===== src/rtl/seq_pattern_tx_pkg.sv =====
`default_nettype none
// ============================================================================
// Module   : seq_pattern_tx_pkg
// Brief    : Shared state encoding, default pattern and counter width for
//            the serial pattern transmitter.
// Revision : 1.0
// ============================================================================
package seq_pattern_tx_pkg;

  localparam int         c_PAT_LEN_DEFAULT = 4;
  localparam logic [3:0] c_PATTERN_DEFAULT = 4'b1010;
  localparam int         c_CNT_W           = 4;

  typedef enum logic [1:0] {
    ST_IDLE = 2'd0,
    ST_SEND = 2'd1,
    ST_GAP  = 2'd2,
    ST_DONE = 2'd3
  } state_t;

  // A requested repetition count of zero still sends the pattern once.
  function automatic logic [c_CNT_W-1:0] norm_repeat(input logic [c_CNT_W-1:0] rep);
    return (rep == '0) ? c_CNT_W'(1) : rep;
  endfunction

endpackage
`default_nettype wire


===== src/rtl/seq_pattern_tx_if.sv =====
`default_nettype none
// ============================================================================
// Module   : seq_pattern_tx_if
// Brief    : Control and serial-output bundle of the pattern transmitter.
// Revision : 1.0
// ============================================================================
interface seq_pattern_tx_if;
  import seq_pattern_tx_pkg::*;

  logic               i_start;
  logic [c_CNT_W-1:0] i_repeat;
  logic [c_CNT_W-1:0] i_gap;
  logic               i_abort;
  logic               o_x;
  logic               o_valid;
  logic               o_busy;
  logic               o_done;

  modport master (
    output i_start, i_repeat, i_gap, i_abort,
    input  o_x, o_valid, o_busy, o_done
  );

  modport slave (
    input  i_start, i_repeat, i_gap, i_abort,
    output o_x, o_valid, o_busy, o_done
  );

endinterface
`default_nettype wire


===== src/rtl/seq_pattern_tx_cnt.sv =====
`default_nettype none
// ============================================================================
// Module   : seq_tx_cnt
// Brief    : Loadable down-counter with zero flag; saturates at zero.
// Revision : 1.0
// ============================================================================
module seq_tx_cnt #(
  parameter int WIDTH = 4
) (
  input  wire logic             i_clk,
  input  wire logic             i_reset,
  input  wire logic             i_load,
  input  wire logic [WIDTH-1:0] i_load_val,
  input  wire logic             i_dec,
  output logic      [WIDTH-1:0] o_count,
  output logic                  o_zero
);

  logic [WIDTH-1:0] r_count;

  always_ff @(posedge i_clk) begin
    if (i_reset) begin
      r_count <= '0;
    end else if (i_load) begin
      r_count <= i_load_val;
    end else if (i_dec && (r_count != '0)) begin
      r_count <= r_count - WIDTH'(1);
    end
  end

  assign o_count = r_count;
  assign o_zero  = (r_count == '0);

endmodule
`default_nettype wire


===== src/rtl/seq_pattern_tx.sv =====
`default_nettype none
// ============================================================================
// Module   : seq_pattern_tx
// Brief    : Moore FSM sending a fixed bit pattern MSB first, repeated with
//            optional idle gaps; abortable, with a completion pulse.
// Revision : 1.0
// ============================================================================
module seq_pattern_tx
  import seq_pattern_tx_pkg::*;
#(
  parameter int               PAT_LEN = c_PAT_LEN_DEFAULT,
  parameter logic [PAT_LEN-1:0] PATTERN = c_PATTERN_DEFAULT
) (
  input wire logic      i_clk,
  input wire logic      i_reset,
  seq_pattern_tx_if.slave bus
);

  localparam int               IDX_W      = $clog2(PAT_LEN);
  localparam logic [IDX_W-1:0] c_IDX_LAST = IDX_W'(PAT_LEN - 1);

  state_t             r_state;
  state_t             w_next_state;
  logic [c_CNT_W-1:0] r_gap_cfg;

  logic               w_cfg_load;
  logic               w_idx_load;
  logic               w_idx_dec;
  logic               w_rep_load;
  logic               w_rep_dec;
  logic               w_gap_load;
  logic               w_gap_dec;

  logic [IDX_W-1:0]   w_idx_cnt;
  logic               w_idx_zero;
  logic [c_CNT_W-1:0] w_rep_cnt;
  logic               w_rep_zero;
  logic [c_CNT_W-1:0] w_gap_cnt_unused;
  logic               w_gap_zero;
  logic               w_more_reps;

  seq_tx_cnt #(.WIDTH(IDX_W)) u_idx_cnt (
    .i_clk      (i_clk),
    .i_reset    (i_reset),
    .i_load     (w_idx_load),
    .i_load_val (c_IDX_LAST),
    .i_dec      (w_idx_dec),
    .o_count    (w_idx_cnt),
    .o_zero     (w_idx_zero)
  );

  seq_tx_cnt #(.WIDTH(c_CNT_W)) u_rep_cnt (
    .i_clk      (i_clk),
    .i_reset    (i_reset),
    .i_load     (w_rep_load),
    .i_load_val (norm_repeat(bus.i_repeat)),
    .i_dec      (w_rep_dec),
    .o_count    (w_rep_cnt),
    .o_zero     (w_rep_zero)
  );

  // Loaded with gap-1 so the zero flag marks the final idle cycle.
  seq_tx_cnt #(.WIDTH(c_CNT_W)) u_gap_cnt (
    .i_clk      (i_clk),
    .i_reset    (i_reset),
    .i_load     (w_gap_load),
    .i_load_val (r_gap_cfg - c_CNT_W'(1)),
    .i_dec      (w_gap_dec),
    .o_count    (w_gap_cnt_unused),
    .o_zero     (w_gap_zero)
  );

  // The repetition count still includes the one just finishing.
  assign w_more_reps = !w_rep_zero && (w_rep_cnt != c_CNT_W'(1));

  always_ff @(posedge i_clk) begin
    if (i_reset) begin
      r_state   <= ST_IDLE;
      r_gap_cfg <= '0;
    end else begin
      r_state <= w_next_state;
      if (w_cfg_load) begin
        r_gap_cfg <= bus.i_gap;
      end
    end
  end

  always_comb begin
    w_next_state = r_state;
    w_cfg_load   = 1'b0;
    w_idx_load   = 1'b0;
    w_idx_dec    = 1'b0;
    w_rep_load   = 1'b0;
    w_rep_dec    = 1'b0;
    w_gap_load   = 1'b0;
    w_gap_dec    = 1'b0;
    case (r_state)
      ST_IDLE: begin
        if (bus.i_start && !bus.i_abort) begin
          w_next_state = ST_SEND;
          w_cfg_load   = 1'b1;
          w_idx_load   = 1'b1;
          w_rep_load   = 1'b1;
        end
      end
      ST_SEND: begin
        if (bus.i_abort) begin
          w_next_state = ST_IDLE;
        end else if (w_idx_zero) begin
          w_rep_dec = 1'b1;
          if (!w_more_reps) begin
            w_next_state = ST_DONE;
          end else if (r_gap_cfg != '0) begin
            w_next_state = ST_GAP;
            w_gap_load   = 1'b1;
          end else begin
            w_idx_load = 1'b1;
          end
        end else begin
          w_idx_dec = 1'b1;
        end
      end
      ST_GAP: begin
        if (bus.i_abort) begin
          w_next_state = ST_IDLE;
        end else if (w_gap_zero) begin
          w_next_state = ST_SEND;
          w_idx_load   = 1'b1;
        end else begin
          w_gap_dec = 1'b1;
        end
      end
      ST_DONE: begin
        w_next_state = ST_IDLE;
      end
      default: begin
        w_next_state = ST_IDLE;
      end
    endcase
  end

  assign bus.o_valid = (r_state == ST_SEND);
  assign bus.o_x     = (r_state == ST_SEND) && PATTERN[w_idx_cnt];
  assign bus.o_busy  = (r_state != ST_IDLE);
  assign bus.o_done  = (r_state == ST_DONE);

endmodule
`default_nettype wire


===== src/flat_wrapper.sv =====
// flat-port wrapper written by rule: the top's interface ports become plain ports
module seq_pattern_tx_flat import seq_pattern_tx_pkg::*;
#(
  parameter int               PAT_LEN = c_PAT_LEN_DEFAULT,
  parameter logic [PAT_LEN-1:0] PATTERN = c_PATTERN_DEFAULT
)
  (i_clk, i_reset, bus_i_start, bus_i_repeat, bus_i_gap, bus_i_abort, bus_o_x, bus_o_valid, bus_o_busy, bus_o_done);
  seq_pattern_tx_if bus_i ();
  input wire logic i_clk;
  input wire logic i_reset;
  input wire logic [$bits(bus_i.i_start)-1:0] bus_i_start;
  input wire logic [$bits(bus_i.i_repeat)-1:0] bus_i_repeat;
  input wire logic [$bits(bus_i.i_gap)-1:0] bus_i_gap;
  input wire logic [$bits(bus_i.i_abort)-1:0] bus_i_abort;
  output wire logic [$bits(bus_i.o_x)-1:0] bus_o_x;
  output wire logic [$bits(bus_i.o_valid)-1:0] bus_o_valid;
  output wire logic [$bits(bus_i.o_busy)-1:0] bus_o_busy;
  output wire logic [$bits(bus_i.o_done)-1:0] bus_o_done;
  assign bus_i.i_start = bus_i_start;
  assign bus_i.i_repeat = bus_i_repeat;
  assign bus_i.i_gap = bus_i_gap;
  assign bus_i.i_abort = bus_i_abort;
  assign bus_o_x = bus_i.o_x;
  assign bus_o_valid = bus_i.o_valid;
  assign bus_o_busy = bus_i.o_busy;
  assign bus_o_done = bus_i.o_done;
  seq_pattern_tx #(.PAT_LEN(PAT_LEN), .PATTERN(PATTERN)) u_core (.i_clk(i_clk), .i_reset(i_reset), .bus(bus_i));
endmodule

===== config.mk =====
export PLATFORM = sky130hd
export DESIGN_NAME = seq_pattern_tx_flat
export DESIGN_NICKNAME = d
export VERILOG_FILES = /design/src/rtl/seq_pattern_tx_pkg.sv /design/src/rtl/seq_pattern_tx_if.sv /design/src/rtl/seq_pattern_tx_cnt.sv /design/src/rtl/seq_pattern_tx.sv /design/src/flat_wrapper.sv
export SDC_FILE = /design/constraint.sdc
export NUM_CORES = 1
export LEC_CHECK = 0
export BUFFER_PORTS_ARGS = -buffer_cell sky130_fd_sc_hd__buf_2
export CORE_MARGIN = 3
export CORE_UTILIZATION = 35
export DETAILED_ROUTE_END_ITERATION = 8
export HOLD_SLACK_MARGIN = 0.12
export SLEW_MARGIN = 15
export SYNTH_ARGS = -nofsm -noshare
export SYNTH_HDL_FRONTEND = slang
export SYNTH_SLANG_ARGS = --single-unit

===== constraint.sdc =====
create_clock -name i_clk -period 6.45 [get_ports i_clk]
set_input_delay 0.3225 -clock i_clk [delete_from_list [all_inputs] [get_ports i_clk]]
set_output_delay 0.3225 -clock i_clk [all_outputs]
set_load 0.01 [all_outputs]

### Word level (Yosys, flattened, before mapping)

Index checks and enable logic that the tools add are counted.

| word-level totals | value |
|---|---|
| register bits | 16 |
| input bits | 12 |

| operators by class | value |
|---|---|
| magnitude comparators | 1 |
| muxes and demuxes | 40 |
| equal/unequal tests | 8 |
| add/sub/neg operators | 4 |
| reductions and logical operators | 22 |

Operators by type and width:

| kind | count |
|---|---|
| $mux W1 | 23 |
| $mux W4 | 5 |
| $mux W2 | 9 |
| $logic_not A4 Y1 | 3 |
| $reduce_bool A4 Y1 | 3 |
| $sub A4 B1 Y4 const B | 3 |
| $reduce_bool A2 Y1 | 5 |
| $pmux W2 S4 | 1 |
| $logic_and A1 B1 Y1 | 6 |
| $eq A2 B2 Y1 const B | 2 |
| $logic_not A2 Y1 | 2 |
| $ne A4 B1 Y1 const B | 1 |
| $ne A4 B4 Y1 const B | 1 |
| $reduce_and A4 Y1 | 1 |
| $lt A2 B3 Y1 const B | 1 |
| $ne A3 B2 Y1 const B | 1 |
| $ne A3 B3 Y1 const B | 1 |
| $pmux W1 S3 | 1 |
| $bmux W1 S2 | 1 |
| $eq A2 B1 Y1 const B | 1 |
| $logic_not A1 Y1 | 2 |
| $ne A2 B1 Y1 const B | 1 |
| $sub A2 B1 Y2 const B | 1 |

### Depth between registers and ports, before layout

| logic depth | value |
|---|---|
| word-level depth | 8 |
| mapped depth | 10 |
| gate-level depth less buffers | 10 |

### Hierarchy

From an unflattened synthesis, not the netlist that was laid out.

| unflattened totals | value |
|---|---|
| cells, all modules | 134 |
| area total of the unflattened synthesis | 1,173.6 um2 |

By module, submodules not included:

| module | sequential area each (um2) | cells an instance | area each (um2) | times used |
|---|---|---|---|---|
| seq_tx_cnt at u_core.u_gap_cnt ... | 80.1 | 29 | 262.8 | 2 |
| seq_pattern_tx | 120.1 | 62 | 521.8 | 1 |
| seq_tx_cnt at u_core.u_idx_cnt | 40.0 | 14 | 126.4 | 1 |

### Least setup slack after synthesis

No wires, ideal clock.

| timing path | value |
|---|---|
| kind | reg2reg |
| from | reg u_core.r_gap_cfg[1] |
| to | reg u_core.u_gap_cnt.r_count[2] (netlist: u_core.u_gap_cnt.o_count[2]) |
| required time | 6.364 ns |
| stages on the path, launching flop included | 9 |
| path buffers | 0 |
| clock period less this slack | 2.069 ns |
| slack | 4.381 ns |
| arrival time | 1.984 ns |
| cells stage by stage | dfxtp_1 -> or4_4 -> o211ai_2 -> mux2i_1 -> ha_1 -> nand2_1 -> nor4_1 -> xnor2_1 -> a211oi_1 |

| between the ends | value |
|---|---|
| word-level cells in the longest chain between the ends | 7 |
| elaborated cells between the ends (all ways) | 9 |
| classes of those cells | 1 x add/sub; 6 x mux; 2 x reduce/logical |

RTL lines:

| what | RTL line | source |
|---|---|---|
| start: declaration | seq_pattern_tx.sv:24 | `logic [c_CNT_W-1:0] r_gap_cfg;` |
| start signal: assignment | seq_pattern_tx.sv:83 | `r_gap_cfg <= bus.i_gap;` |
| $reduce_bool A4 Y1 | seq_pattern_tx.sv:113 | `end else if (r_gap_cfg != '0) begin` |
| $mux W1 | seq_pattern_tx.sv:113 |  |
| $mux W1 | seq_pattern_tx.sv:111 | `if (!w_more_reps) begin` |
| $mux W1 | seq_pattern_tx.sv:109 | `end else if (w_idx_zero) begin` |
| $mux W1 | seq_pattern_tx.sv:107 | `if (bus.i_abort) begin` |
| $mux W1 | seq_pattern_tx.sv:97 | `case (r_state)` |
| $mux W4 / $reduce_bool A2 Y1 (equally long branches) | n/a |  |
| end signal: assignment | seq_pattern_tx_cnt.sv:25 | `r_count <= i_load_val;` |
| end signal: assignment | seq_pattern_tx_cnt.sv:27 | `r_count <= r_count - WIDTH'(1);` |
| end: declaration | seq_pattern_tx_cnt.sv:19 | `logic [WIDTH-1:0] r_count;` |

Parallel ways exist; a longest one is shown, timed or not.
A chain may end at the register's enable or synchronous reset.

### Final worst setup path

| timing path | value |
|---|---|
| from | reg u_core.u_rep_cnt.r_count[0] (netlist: u_core.u_rep_cnt.o_count[0]) |
| to | reg u_core.u_gap_cnt.r_count[2] (netlist: u_core.u_gap_cnt.o_count[2]) |

| between the ends | value |
|---|---|
| word-level cells in the longest chain between the ends | 8 |
| elaborated cells between the ends (all ways) | 10 |
| classes of those cells | 1 x eq/ne; 5 x mux; 4 x reduce/logical |

RTL lines:

| what | RTL line | source |
|---|---|---|
| start: declaration | seq_pattern_tx_cnt.sv:19 |  |
| start signal: assignment | seq_pattern_tx_cnt.sv:25 |  |
| start signal: assignment | seq_pattern_tx_cnt.sv:27 |  |
| $logic_not A4 Y1 | seq_pattern_tx_cnt.sv:32 | `assign o_zero = (r_count == '0);` |
| $logic_not A1 Y1 | seq_pattern_tx.sv:74 | `assign w_more_reps = !w_rep_zero && (w_rep_cnt != c_CNT_W'(1));` |
| $logic_and A1 B1 Y1 (*) | seq_pattern_tx.sv:74 |  |
| $mux W1 (*) | seq_pattern_tx.sv:111 |  |
| $mux W1 (*) | seq_pattern_tx.sv:109 |  |
| $mux W1 (*) | seq_pattern_tx.sv:107 |  |
| $mux W1 (*) | seq_pattern_tx.sv:97 |  |
| $mux W4 / $reduce_bool A2 Y1 (equally long branches) | n/a |  |

Mark *: on every way between the ends. The rest lies on a longest branch, timed or not.

==> out/qor.csv <==
metric,value,unit
# resized after CTS,0,
slowest CP cell,dfxtp_1,
WS Path Type,flop to flop,
Synth area leader,dfxtp_1,
WP depth,10,
area of the multi-input gates,618,um^2
# H-tree levels,1,
register area share after synthesis,32.2,%
fraction of registers with async set/reset,0,%
Worst path most repeated cell,ha_1,
TritonRoute pass-1 iters,4,
Tcrit/Tclk final,35.4,%
largest net degree at the start of global routing,17,
status,"finished, final reports clean",
Placed Cells,149,
IO Count,16,
Int Power,0.000155,W
fillers,268,
Post-synth EDFFs,0,
via count,858,
initial core utilization,38.5,%
"wirelength, routed",2070,um
Worst-path clk slew,0.10,ns
ratio of cells with drive above 1 in the final layout,24.4,%
Hold Crit Depth,3,
Setup Buffers After CTS,0,
FF/Latch Area,320,um^2
top_reg_cell synth,dfxtp_1,
Initial DRC Count,25,
Sw Pwr,0.0000581,W
fin cells,153,
Setup Viol. Count Final,0,
Avg WL per Cell,13.5,um
"Avg Cell Area, Syn",9.14,um^2
power share of the combinational group,17.5,%
Die Ht,59.3,um
synthesized area,996,um^2
nets,140,
worst reg2reg path depth,10,
CP max stage delay,0.39,ns
Num CTS Buffers,3,
via count of the first global-routing pass,793,
post-synthesis cell type count,46,
worst path arrival time,2.50,ns
Static Leak,0.421,nW
crit path cell chain,inv_1 -> ha_1 -> nor2_1 -> o211ai_2 -> mux2i_1 -> ha_1 -> nand2_1 -> nor4_1 -> xnor2_1 -> a211oi_1,
worst-margin pin slew,0.598,ns
register share of total power,51.2,%
hold buffer count at CTS,0,
fmax,437,MHz
Power Density,192,mW/mm^2
TritonCTS Sinks,16,
clk_lat worst skew,0.29,ns
root buf cell,clkbuf_4,
core region area,0.00259,mm^2
P&R area growth vs syn,11.4,%
Final Cell Area,0.00111,mm^2
Max VDD drop,126,uV
CTS tree,done,
worst-path fanout max,7,
total track usage,13.3,%
Final Util,42.9,%
Net Sw Frac,27.3,%
drt drc,0,
Setup TNS,0,ns
HP Class,primary input to flop,
synth top area cells,"dfxtp_1 32%, ha_1 5.0%, a21oi_1 4.0%, nand2_1 3.8%, mux2i_1 3.0%",
die area,0.00352,mm^2
post-layout min period,2.29,ns
WP buf/inv,1,
Worst Skew,0.00681,ns
post-synth top area share,32.2,%
Port Buffers,15,
Max-Cap Viols,0,
Ys Warns,0,
final hold violation count,0,
chip width,59.3,um
Worst slew margin,59.9,%
DRT antenna net count,0,
max-slew violations,0,
CTS Buffer Depth,2,
Seq cells post-synth,16,
crit end category,flop,
DR vias/cell,5.61,
CP top delay family,simple AND/OR/NAND/NOR gates,
Post-DP Area,0.00107,mm^2
startpoint types,flop,
first-pass GRT wire length,3570,um
Crit path required time,6.66,ns
clock share of power,31.3,%
RSZ-0062 raised after global routing,false,
post-synth net total,125,
num rows,18,
initial antenna violation count,0,
Antenna Cells,0,
RePlAce Congestion,0.736,
grt ovf,0,
Synth Instances,109,
## registers in the layout (all words and copies together), names as in the netlist
| signal | count |
|---|---|
| u_core.r_gap_cfg | 4 |
| u_core.r_state | 2 |
| u_core.u_gap_cnt.o_count | 4 |
| u_core.u_idx_cnt.o_count | 2 |
| u_core.u_rep_cnt.o_count | 4 |
## cell usage after synthesis (2+ instances only)
library cell and n:
a31oi_1 2, inv_1 6, nor4_1 2, nor2b_1 2, dfxtp_1 16, xnor2_1 2
or2_2 2, a32oi_1 2, o21ai_0 2, nand2_1 10, nor3_1 5, nand3_1 2
a211oi_1 4, ha_1 4, and2_1 2, mux2i_1 3, nor2_1 5, a221oi_1 2
a21oi_1 8, buf_4 2
## metal layers
metal  wire [um]  up-vias  global-route usage, %
li1            -      435                      -
met1        1030      403                   18.1
met2         905       18                   20.6
met3         111        2                   3.92
met4          19        0                   2.91
met5           0        -                      0
## worst register-to-register path, stage by stage, from the launching register on
cell	delay, ns
dfxtp_1	0.39
inv_1	0.07
ha_1	0.23
nor2_1	0.25
o211ai_2	0.22
mux2i_1	0.21
ha_1	0.21
nand2_1	0.06
nor4_1	0.25
xnor2_1	0.10
a211oi_1	0.22
## stage by stage
stage	setup slack, ns	power, W	hold WS, ns
after CTS	4.15	0.000217	0.259
after floorplan	4.38	0.000139	0.395
after global routing	3.86	0.000228	0.261
after detailed placement	4.15	0.000149	0.487
final	4.16	0.000213	0.267
after global placement	4.27	0.000148	0.475
## kinds of logic after synthesis
| kind of cell | synth area share (%) |
|---|---|
| adder cells (fa/ha/maj) | 5.03 |
| buffers and inverters | 5.78 |
| flip-flops | 32.2 |
| AND/OR/NAND/NOR | 28.6 |
| multiplexers | 3.02 |
| AO/OA/AOI/OAI | 22.7 |
| XOR/XNOR | 2.64 |
## placed cells by master (no fill, tap or decap), types with 2 or more instances in the layout
cell      count
xnor2_1       2
ha_1          4
a32oi_1       2
nor4_1        2
nor3_1        5
nor2_1        5
inv_1         6
o21ai_0       2
nand2_1      10
clkbuf_4      3
a21oi_1       8
a31oi_1       2
nand3_1       2
mux2i_1       3
buf_2        15
a211oi_1      4
and2_1        2
dfxtp_1      16
a221oi_1      2
or2_2         2
nor2b_1       2
## power by group through the flow
stage	logic [W]	registers, W	clock network [W]
floorplan	0.0000294	0.000109	0
global placement	0.0000369	0.000111	0
detailed placement	0.0000375	0.000111	0
CTS	0.0000375	0.000109	0.0000707
global route	0.0000425	0.000110	0.0000755
finish	0.0000373	0.000109	0.0000666
## area by class of cell
cell class / count / area share (%)
multi-input combinational: 82 / 55.7
tap: 30 / 3.38
sequential: 16 / 28.9
clock buffer: 4 / 3.27
inverter: 6 / 2.03
timing repair buffer: 15 / 6.76
## path summary, 6_finish.rpt
kind	startpoint	end	slack, ns
hold reg to reg	u_core.r_gap_cfg[3]	u_core.r_gap_cfg[3]	0.50
setup / recovery	u_core.u_rep_cnt.o_count[0]	u_core.u_gap_cnt.o_count[2]	4.16
setup reg to reg	u_core.u_rep_cnt.o_count[0]	u_core.u_gap_cnt.o_count[2]	4.16
hold / removal	bus_i_gap[3]	u_core.r_gap_cfg[3]	0.27
Power figures use the tool's default switching activity.
